`src/rtl/pair_check_sequencer_if.sv`:
```
// rtl/pair_check_sequencer_if.sv - start/operand/check-stream bundle for pair_check_sequencer
interface pair_check_sequencer_if #(
  parameter int WIDTH = 11,
  parameter int COUNT = 10
);
  logic                         start;
  logic [WIDTH-1:0]             foo;
  logic [WIDTH-1:0]             bar;
  logic                         busy;
  logic                         chk_valid;
  logic [$clog2(WIDTH)-1:0]     chk_idx;
  logic                         chk_ok;
  logic                         done;
  logic                         any_fail;
  logic [$clog2(COUNT+1)-1:0]   fail_cnt;
  logic [$clog2(WIDTH)-1:0]     first_fail_idx;

  modport master (
    output start, foo, bar,
    input  busy, chk_valid, chk_idx, chk_ok, done, any_fail, fail_cnt, first_fail_idx
  );

  modport slave (
    input  start, foo, bar,
    output busy, chk_valid, chk_idx, chk_ok, done, any_fail, fail_cnt, first_fail_idx
  );
endinterface

```
`src/rtl/pair_check_sequencer.sv`:
```
// rtl/pair_check_sequencer.sv - snapshot foo/bar, check foo[i]&bar[i] for i=0..COUNT-1, one per clock
// Optional PAIR_CHECK_STOP_ON_FAIL_EN ends the scan at the first failing index.
module pair_check_sequencer #(
  parameter int WIDTH = 11,
  parameter int COUNT = 10
) (
  input logic                   i_clk,
  input logic                   i_rst,
  pair_check_sequencer_if.slave bus
);
  localparam int IDXW = $clog2(WIDTH);
  localparam int CNTW = $clog2(COUNT + 1);

  typedef enum logic [1:0] {
    S_IDLE = 2'd0,
    S_SCAN = 2'd1,
    S_DONE = 2'd2
  } state_t;

  state_t           r_state;
  logic [WIDTH-1:0] r_snap_foo;
  logic [WIDTH-1:0] r_snap_bar;
  logic [IDXW-1:0]  r_idx;
  logic [IDXW-1:0]  r_first_fail_idx;
  logic [CNTW-1:0]  r_fail_cnt;
  logic             r_any_fail;
  logic             r_busy;
  logic             r_chk_valid;
  logic             r_done;

  logic w_bit_ok;
  logic w_last;
  logic w_end_scan;

  assign w_bit_ok = r_snap_foo[r_idx] & r_snap_bar[r_idx];
  assign w_last   = (r_idx == IDXW'(COUNT - 1));

`ifdef PAIR_CHECK_STOP_ON_FAIL_EN
  assign w_end_scan = w_last | ~w_bit_ok;
`else
  assign w_end_scan = w_last;
`endif

  always_ff @(posedge i_clk) begin
    if (i_rst) begin
      r_state          <= S_IDLE;
      r_snap_foo       <= '0;
      r_snap_bar       <= '0;
      r_idx            <= '0;
      r_first_fail_idx <= '0;
      r_fail_cnt       <= '0;
      r_any_fail       <= 1'b0;
      r_busy           <= 1'b0;
      r_chk_valid      <= 1'b0;
      r_done           <= 1'b0;
    end else begin
      case (r_state)
        S_IDLE: begin
          if (bus.start) begin
            r_snap_foo       <= bus.foo;
            r_snap_bar       <= bus.bar;
            r_idx            <= '0;
            r_first_fail_idx <= '0;
            r_fail_cnt       <= '0;
            r_any_fail       <= 1'b0;
            r_busy           <= 1'b1;
            r_chk_valid      <= 1'b1;
            r_state          <= S_SCAN;
          end
        end
        S_SCAN: begin
          if (!w_bit_ok) begin
            r_fail_cnt <= r_fail_cnt + CNTW'(1);
            if (!r_any_fail) r_first_fail_idx <= r_idx;
            r_any_fail <= 1'b1;
          end
          if (w_end_scan) begin
            r_chk_valid <= 1'b0;
            r_done      <= 1'b1;
            r_state     <= S_DONE;
          end else begin
            r_idx <= r_idx + IDXW'(1);
          end
        end
        S_DONE: begin
          // Results stay registered here until the next accepted start.
          r_done  <= 1'b0;
          r_busy  <= 1'b0;
          r_state <= S_IDLE;
        end
        default: r_state <= S_IDLE;
      endcase
    end
  end

  assign bus.busy           = r_busy;
  assign bus.chk_valid      = r_chk_valid;
  assign bus.chk_idx        = r_idx;
  assign bus.chk_ok         = r_chk_valid & w_bit_ok;
  assign bus.done           = r_done;
  assign bus.any_fail       = r_any_fail;
  assign bus.fail_cnt       = r_fail_cnt;
  assign bus.first_fail_idx = r_first_fail_idx;
endmodule

```
`src/flat_wrapper.sv`:
```
// flat-port wrapper written by rule: the top's interface ports become plain ports
module pair_check_sequencer_flat 
#(
  parameter int WIDTH = 11,
  parameter int COUNT = 10
)
  (i_clk, i_rst, bus_start, bus_foo, bus_bar, bus_busy, bus_chk_valid, bus_chk_idx, bus_chk_ok, bus_done, bus_any_fail, bus_fail_cnt, bus_first_fail_idx);
  pair_check_sequencer_if #(.WIDTH(WIDTH), .COUNT(COUNT)) bus_i ();
  input logic i_clk;
  input logic i_rst;
  input wire logic [$bits(bus_i.start)-1:0] bus_start;
  input wire logic [$bits(bus_i.foo)-1:0] bus_foo;
  input wire logic [$bits(bus_i.bar)-1:0] bus_bar;
  output wire logic [$bits(bus_i.busy)-1:0] bus_busy;
  output wire logic [$bits(bus_i.chk_valid)-1:0] bus_chk_valid;
  output wire logic [$bits(bus_i.chk_idx)-1:0] bus_chk_idx;
  output wire logic [$bits(bus_i.chk_ok)-1:0] bus_chk_ok;
  output wire logic [$bits(bus_i.done)-1:0] bus_done;
  output wire logic [$bits(bus_i.any_fail)-1:0] bus_any_fail;
  output wire logic [$bits(bus_i.fail_cnt)-1:0] bus_fail_cnt;
  output wire logic [$bits(bus_i.first_fail_idx)-1:0] bus_first_fail_idx;
  assign bus_i.start = bus_start;
  assign bus_i.foo = bus_foo;
  assign bus_i.bar = bus_bar;
  assign bus_busy = bus_i.busy;
  assign bus_chk_valid = bus_i.chk_valid;
  assign bus_chk_idx = bus_i.chk_idx;
  assign bus_chk_ok = bus_i.chk_ok;
  assign bus_done = bus_i.done;
  assign bus_any_fail = bus_i.any_fail;
  assign bus_fail_cnt = bus_i.fail_cnt;
  assign bus_first_fail_idx = bus_i.first_fail_idx;
  pair_check_sequencer #(.WIDTH(WIDTH), .COUNT(COUNT)) u_core (.i_clk(i_clk), .i_rst(i_rst), .bus(bus_i));
endmodule
```
`config.mk`:
```
export PLATFORM = sky130hd
export DESIGN_NAME = pair_check_sequencer_flat
export DESIGN_NICKNAME = d
export VERILOG_FILES = /design/src/rtl/pair_check_sequencer_if.sv /design/src/rtl/pair_check_sequencer.sv /design/src/flat_wrapper.sv
export SDC_FILE = /design/constraint.sdc
export NUM_CORES = 1
export LEC_CHECK = 0
export ABC_CLOCK_PERIOD_IN_PS = 3150
export BUFFER_PORTS_ARGS = -buffer_cell sky130_fd_sc_hd__buf_2
export CORE_AREA = 4 4 56 71
export DETAILED_ROUTE_END_ITERATION = 12
export DIE_AREA = 0 0 60 75
export PLACE_DENSITY = 0.84
export REMOVE_ABC_BUFFERS = 1
export SLEW_MARGIN = 20
export SYNTH_ARGS = -nofsm -noshare
export SYNTH_HDL_FRONTEND = slang
export SYNTH_SLANG_ARGS = --single-unit
```
`constraint.sdc`:
```
create_clock -name i_clk -period 3.15 [get_ports i_clk]
set_input_delay 0.63 -clock i_clk [delete_from_list [all_inputs] [get_ports i_clk]]
set_output_delay 0.63 -clock i_clk [all_outputs]
set_load 0.01 [all_outputs]
```
After elaboration in Yosys (flattened, before gate mapping)
Cells that the tools add are included.
{"block": "totals", "reg_bits": 40, "in_bits": 25, "output_inout_bits": 17}
{"block": "op_classes", "add_sub_neg": 2, "n_lt_le_gt_ge": 1, "n_eq_ne": 8, "muxes": 24, "bitwise_logic": 2, "reduce_logical": 12}
{"op": "4-bit case mux with 2 select lines", "count": 3}
{"op": "4-bit 2-to-1 mux", "count": 5}
{"op": "3-bit AND reduction", "count": 3}
{"op": "4-bit by 1-bit adder with 4-bit output, second input constant", "count": 2}
{"op": "1-bit binary-select mux with 4-bit select", "count": 2}
{"op": "2-bit inequality test, second input constant", "count": 4}
{"op": "1-bit case mux with 2 select lines", "count": 4}
{"op": "2-bit AND reduction", "count": 4}
{"op": "1-bit 2-to-1 mux", "count": 7}
{"op": "2-bit nonzero test", "count": 3}
{"op": "4-bit by 5-bit less-than comparator with 1-bit output, second input constant", "count": 1}
{"op": "4-bit == test, second input constant", "count": 1}
{"op": "2-bit 2-to-1 mux", "count": 2}
{"op": "2-bit case mux with 2 select lines", "count": 1}
{"op": "4-bit AND reduction", "count": 1}
{"op": "1-bit bitwise AND", "count": 2}
{"op": "2-bit by 1-bit == test with 1-bit output, second input constant", "count": 1}
{"op": "2-bit == test, second input constant", "count": 1}
{"op": "2-bit zero test", "count": 1}
{"op": "2-bit by 1-bit inequality test with 1-bit output, second input constant", "count": 1}

Longest topological paths before layout
Gate-level depths: netlist of the first run.
{"block": "depth", "depth_word": 5, "depth_mapped": 7, "mapped_depth_nobuf": 7}

Least setup slack after synthesis of the first run
OpenSTA, ideal clock, no wires.
{"block": "synth_timing", "kind": "reg2out", "from": "register u_core.r_idx[0], in the netlist u_core.bus.chk_idx[0]", "to": "output bus_chk_ok", "t_arrival_ps": 1465, "path_slack_ps": 1055, "stages_incl_launch_ff": 6, "path_buffers": 1, "path_cell_list": "dfxtp_1 and4b_1 a311o_1 and3_4 buf_6 o21a_1"}
{"block": "synth_between", "elab_chain_len": 4}
{"item": "start, declared", "line_no": "pair_check_sequencer.sv:23", "source": "logic [IDXW-1:0] r_idx;"}
{"item": "start signal, assigned", "line_no": "pair_check_sequencer.sv:82", "source": "r_idx <= r_idx + IDXW'(1);"}
{"item": "1-bit binary-select mux with 4-bit select", "line_no": "pair_check_sequencer.sv:35", "source": "assign w_bit_ok = r_snap_foo[r_idx] & r_snap_bar[r_idx];"}
{"item": "1-bit 2-to-1 mux (not written as such)", "line_no": "pair_check_sequencer.sv:35"}
{"item": "1-bit bitwise AND *", "line_no": "pair_check_sequencer.sv:35"}
{"item": "1-bit bitwise AND *", "line_no": "pair_check_sequencer.sv:99", "source": "assign bus.chk_ok = r_chk_valid & w_bit_ok;"}
{"item": "end, declared", "line_no": "flat_wrapper.sv:17", "source": "output wire logic [$bits(bus_i.chk_ok)-1:0] bus_chk_ok;"}
Mark *: on every way between the ends. The rest lies on a longest branch, timed or not. The select of a mux whose other input is x is not followed.

Final worst setup path of the first run
Same ends and word-level chain as after synthesis.

==> results of run 1 <==
## layout by cell type (no fill, tap or decap), drive strengths merged, types with 4 or more instances in the layout
master / instances
nand2: 51
buf: 43
nor2: 10
dfxtp: 40
nor3: 4
inv: 8
nand4: 4
a21oi: 31
clkbuf: 7
nand3: 6
## kinds of logic after synthesis
kind of cell / Yosys count / synth area share [%]
compound gates: 50 / 18.4
xor+xnor: 2 / 0.999
fa+ha+maj: 3 / 2.14
buf+inv: 21 / 5.07
flops: 40 / 45.7
mux: 2 / 1.21
simple gates: 96 / 26.5
## final cells by class
class	instances	area share (%)
Timing Repair Buffer	43	10.5
Clock buffer	7	4.60
Inverter	8	1.43
Tap cell	39	2.33
Multi-Input combinational cell	153	41.5
Clock inverter	1	1.43
Sequential cell	40	38.2
## power groups by stage
| stage | clock (mW) | sequential, mW | combinational (mW) |
|---|---|---|---|
| finish | 0.454 | 0.552 | 0.108 |
| floorplan | 0 | 0.561 | 0.0614 |
| global placement | 0 | 0.563 | 0.107 |
| detailed placement | 0 | 0.564 | 0.109 |
| global route | 0.485 | 0.556 | 0.125 |
| CTS | 0.463 | 0.552 | 0.109 |
## routing by layer
layer | vias to the layer above | track usage [%] | share of wire [%]
li1 | 822 | - | -
met1 | 734 | 21.9 | 41
met2 | 37 | 33.1 | 51
met3 | 8 | 5.66 | 5.5
met4 | 0 | 8.13 | 2.2
met5 | - | 0 | 0
## how the worst max path moves through the flow
| stage | start | endpoint | slack, ns | cells after the start |
|---|---|---|---|---|
| global route | u_core.bus.chk_idx[0] | bus_chk_ok | 0.34 | 6 |
| global placement | u_core.bus.chk_idx[0] | bus_chk_ok | 0.88 | 5 |
| CTS | u_core.bus.chk_idx[0] | bus_chk_ok | 0.49 | 5 |
| detailed placement | u_core.bus.chk_idx[0] | bus_chk_ok | 0.82 | 5 |
| finish | u_core.bus.chk_idx[0] | bus_chk_ok | 0.49 | 5 |
| floorplan | bus_start | u_core.r_snap_bar[0] | 0.87 | 3 |
## worst max-delay path, cell delays in order (launching register included)
cell	delay, ns
dfxtp_1	0.64
and4b_1	0.26
a311o_1	0.31
and3_4	0.21
o21a_1	0.18
buf_2	0.13
## registers in the layout, summed over array words and instances, names as in the netlist
register / count
u_core.bus.chk_valid: 1
u_core.bus.done: 1
u_core.bus.chk_idx: 4
u_core.bus.first_fail_idx: 4
u_core.r_snap_foo: 11
u_core.r_snap_bar: 11
u_core.r_state: 2
u_core.bus.fail_cnt: 4
u_core.bus.any_fail: 1
u_core.bus.busy: 1
## stage by stage
| stage | worst slack [ns] | instances | utilization, % | power (mW) | hold slack [ns] |
|---|---|---|---|---|---|
| 6_report | 0.492 | 291 | 62.3 | 1.11 | 0.446 |
| 5_1_grt | 0.342 | 291 | 62.3 | 1.17 | 0.464 |
| 4_1_cts | 0.492 | 291 | 62.3 | 1.12 | 0.452 |
| 3_5_place_dp | 0.822 | 283 | 58.5 | 0.672 | 0.439 |
| 3_3_place_gp | 0.875 | 283 | 58.5 | 0.670 | 0.435 |
| 2_1_floorplan | 0.865 | 201 | - | 0.623 | 0.426 |
==> results.md, run 1 <==
- RSZ-0062 raised after global routing: no
- Number of global-route vias before repair: 1,467
- Number of buffers created by CTS: 5
- Sequential share of power: 49.6%
- DIE AREA: 4500 um^2
- Maximum buffer depth of the clock tree: 2
- Total GRT Usage: 19.2%
- Post-synth top area share: 45.7%
- Reg2reg path depth: 6
- DP Area: 1970 um^2
- Layout cells sized above 1: 21.8%
- Count leader, synth: nand2_1
- Worst VDD drop: 468 uV
- Hold_sp: u_core.bus.first_fail_idx[3]
- Synth area leaders: dfxtp_1 (46%), nand2_1 (11%), a21oi_1 (8.9%)
- Sink Count: 40
- Crit path capture type: primary output
- Routed length per placed instance: 12.9 um
- Critical path startpoint category: flip-flop
- Multi-input logic area: 868 um^2
- RR Endpoint: u_core.bus.first_fail_idx[1]
- Post-CTS setup buffer count: 0
- CTS tree: yes
- Die X: 60 um
- Final Max Slew Viols: 0
- # hold bufs at CTS: 0
- I/O pins: 42
- # rows: 24
- Hold Path End: u_core.bus.first_fail_idx[3]
- Synth Register Bits: 40
- Warnings from Yosys: 0
- Status: completed
- Largest net degree at the start of global routing: 36
- Diode count: 0
- Register area share after synthesis: 45.7%
- Via/cell ratio: 5.50
- Post-synthesis async set-or-reset flop share: 0%
- Max-cap violations: 0
- CTS root buf: clkbuf_8
- Net Sw Power: 0.259 mW
- Commonest cells in the netlist: nand2_1 (51), dfxtp_1 (40), a21oi_1 (31), clkbuf_1 (10), nor2_1 (10)
- Setup_tns: 0 ns
- Worst slew pin tran: 0.614 ns
- Hold WC Path Type: reg -> reg
- Primary FF master, synth: dfxtp_1
- Critical path fanouts, max: 18
- ANT nets after route: 0
- First-pass GRT wire length: 6.47 mm
- Seq. cell area: 801 um^2
- WL final: 3.75 mm
- Post-synth top area cell: dfxtp_1
- # DRC: 0
- Headroom to the max-slew limit: 59.1%
- Via count: 1,601
- Final net count: 279
- Crit path kind: reg -> out
- Drt first pass iters: 4
- Die Ht: 75 um
- P_leak: 0.886 nW
- Final worst path period need: 2.66 ns
- PwrDens: 532 nW/um^2
- Skew-Pair Late Insertion Delay: 0.29 ns
- Area delta synth->final: 19.5%
- Max Clock Skew: 0.00485 ns
- Antenna violations before repair: 0
- Setup-failing EPs final: 0
- CTS resizes: 0
- Endpoints failing hold: 0
- Placer Congestion: 0.891
- Clk network pwr share: 40.7%
- Starting Density: 52.1%
- I/O Buffers: 41
- Hold path depth: 2
- CTS clk-pin slew, worst paths: 0.08 ns
- Reg-to-Reg Start: u_core.bus.chk_idx[0]
- Synth unique cells: 42
- 1st-iter DRT viols: 62
- Post-synth EDFFs: 0
- Number of fill cells: 322
- Final period utilization: 84.4%
- Crit path DAT: 2.03 ns
- H-Tree Depth: 2
- Synth Instances: 214
- GR Overflow Total: 0
- Final Instance Area: 2090 um^2
- Sw Ratio: 23.3%
- Detailed Place HPWL: 2.62 mm
- Core Box Area: 3360 um^2
- Register-to-Register Setup Slack: 0.88 ns
- WP data required: 2.52 ns
- F_max: 0.376 GHz
- Comb power frac: 9.7%
- Internal power: 0.855 mW
- Post-Syn Area: 1750 um^2
- Mean Syn Cell Area: 8.19 um^2
Power figures use the tool's default switching activity.
==> run 2, diff against run 1 <==
ABC_CLOCK_PERIOD_IN_PS = 2450   (was 3150)
CORE_AREA = 4 4 57 72   (was 4 4 56 71)
DIE_AREA = 0 0 61 76   (was 0 0 60 75)
PLACE_DENSITY = 0.81   (was 0.84)
clock period = 2.45 ns   (was 3.15 ns; I/O delays follow)
==> run 2 against run 1 <==
Effect of this change:
- core utilization down 0.95 points
- count of clock-buffer cells in the layout did not move
- flip-flop and latch count unchanged
- clock skew about the same
- worst setup slack got worse by 0.35 ns
- wire length increased by 0.45%
- cell count rose by 1.0%
- non-clock buffer count grew 4
==> results.md, run 2 (synthesis gave the netlist of run 1 again) <==
- Status: completed
- Critical path fanouts, max: 16 (-2)
- # rows: 24 (unchanged)
- Worst VDD drop: 442 uV (-5.5%)
- Most common cell after layout, fill and taps aside: nand2_1
- Hold WC Path Type: in -> reg
- Critical path startpoint category: flip-flop
- Hold slack: 0.433 ns (-0.0134 ns)
- Non-filler cells, final: 294 (+1.0%)
- I/O Buffers: 41 (unchanged)
- Headroom to the max-slew limit: 63.9% (+4.8 points)
- Placer Congestion: 0.890 (about the same)
- Sink Count: 40 (unchanged)
- Die Ht: 76 um (+1.3%)
- CTS tree: yes
- Post-CTS setup buffer count: 0 (unchanged)
- WP data required: 1.96 ns (-0.56 ns)
- Crit path capture type: primary output
- Number of buffers created by CTS: 5 (unchanged)
- RSZ-0062 raised after global routing: no
- Worst Setup EP: bus_chk_ok
- Layout cells sized above 1: 23.9% (+2.1 points)
- F_max: 0.434 GHz
- Area delta synth->final: 19.8%
- Starting Density: 51.2% (-0.91 points)
- Diode count: 0 (unchanged)
- Cells after DPL: 287 (+1.4%)
- Crit path DAT: 1.81 ns (-0.22 ns)
- I/O pins: 42 (unchanged)
- H-Tree Depth: 2 (unchanged)
- Largest net degree at the start of global routing: 26 (-28%)
- # DRC: 0 (unchanged)
- ANT nets after route: 0 (unchanged)
- Post-layout util: 61.3% (-0.95 points)
- CTS clk-pin slew, worst paths: 0.07 ns (about the same)
- Die X: 61 um (+1.7%)
- Reg-to-Reg Start: u_core.bus.chk_idx[0]
- Largest registers: u_core.r_snap_bar x11, u_core.r_snap_foo x11
- Total GRT Usage: 17.2% (-2.0 points)
- Setup slack after layout: 0.147 ns (-0.345 ns)
- Core Box Area: 3420 um^2 (+1.8%)
- Final Max Slew Viols: 0 (unchanged)
- Worst slack, placed: 0.238 ns (-0.584 ns)
- Endpoints failing hold: 0 (unchanged)
- WL final: 3.77 mm (+0.45%)
- Maximum buffer depth of the clock tree: 2 (unchanged)
- # hold bufs at CTS: 0 (unchanged)
- Worst slew pin tran: 0.537 ns (-0.0772 ns)
- CTS root buf: clkbuf_8
- Worst Setup SP: u_core.bus.chk_idx[0]
- Register-to-Register Setup Slack: 0.40 ns (-0.48 ns)
- DIE AREA: 4640 um^2 (+3.0%)
- Via count: 1,582 (-1.2%)
- 1st-iter DRT viols: 61 (-1.6%)
- First-pass GRT wire length: 6.22 mm (-3.9%)
- Antenna violations before repair: 0 (unchanged)
- GR Overflow Total: 0 (unchanged)
- Final worst path period need: 2.30 ns
- Skew-Pair Late Insertion Delay: 0.29 ns (about the same)
- Via/cell ratio: 5.38 (-2.2%)
- RR Endpoint: u_core.bus.first_fail_idx[1]
- Final period utilization: 94.0%
- Final net count: 283 (+1.4%)
- Drt first pass iters: 4 (unchanged)
- Detailed Place HPWL: 2.79 mm (+6.6%)
- Setup-failing EPs final: 0 (unchanged)
- Number of global-route vias before repair: 1,454 (-0.89%)
- Crit path kind: reg -> out
- Most frequent cells in the layout: nand2_1 (51), buf_2 (41), dfxtp_1 (38), a21oi_1 (31), nor2_1 (9)
- PwrDens: 630 nW/um^2 (+18%)
- Max-cap violations: 0 (unchanged)
- Setup_tns: 0 ns (unchanged)
- P_leak: 0.892 nW (+0.70%)
- Reg2reg path depth: 6 (unchanged)
- Routed length per placed instance: 12.8 um (-0.57%)
- Max Clock Skew: 0.00453 ns (-0.000319 ns)
## run 2: where the power goes
part,leakage [nW],internal (mW),switching (mW)
Combinational,0.514,0.0631,0.0824
Sequential,0.328,0.682,0.0272
Clock,0.0503,0.251,0.216
Total,0.892,0.996,0.326
## run 2: how the worst min path moves through the flow
stage | startpoint | endpoint | slack [ns] | cells past startpoint
after floorplan | u_core.r_snap_foo[8] | u_core.r_snap_foo[8] | 0.43 | 2
after global placement | u_core.bus.first_fail_idx[0] | u_core.bus.first_fail_idx[0] | 0.44 | 2
after detailed placement | u_core.bus.first_fail_idx[3] | u_core.bus.first_fail_idx[3] | 0.44 | 2
after CTS | bus_bar[6] | u_core.r_snap_bar[6] | 0.42 | 3
after global routing | bus_bar[7] | u_core.r_snap_bar[7] | 0.43 | 3
final | bus_bar[3] | u_core.r_snap_bar[3] | 0.43 | 3
## run 2: stage by stage
step           total power, mW  area, um^2
4_1_cts                   1.34        2100
6_report                  1.32        2100
3_3_place_gp             0.868        2000
5_1_grt                   1.38        2100
2_1_floorplan            0.801        1690
3_5_place_dp             0.872        2000
## run 2: area by class of cell
cell class	instances	area, um^2
repair buffers	47	250
inverters	8	30.0
multi-input cells	153	871
well taps	39	48.8
fillers	339	1320
clock buffers	7	96.3
flip-flops and latches	40	803
## run 2: per-layer routing
layer	routed length, um	vias up	share of wire (%)	GRT usage, %
met5	0	-	0	0
met4	61	0	1.6	6.94
met3	205	6	5.4	4.92
met2	1860	33	49	28.7
met1	1640	715	43	19.8
li1	-	828	-	-
## run 2: timing repair
action | CTS | global route
cloned | 0 | 0
endpoints found under the setup margin | 1 | 1
resized for setup | 2 | 1
## run 2: critical path: stages, from the launching register on
cell and delay, ns:
dfxtp_2 0.46, and4b_1 0.22, a311o_1 0.31, and3_4 0.21
o21a_1 0.18, buf_2 0.13
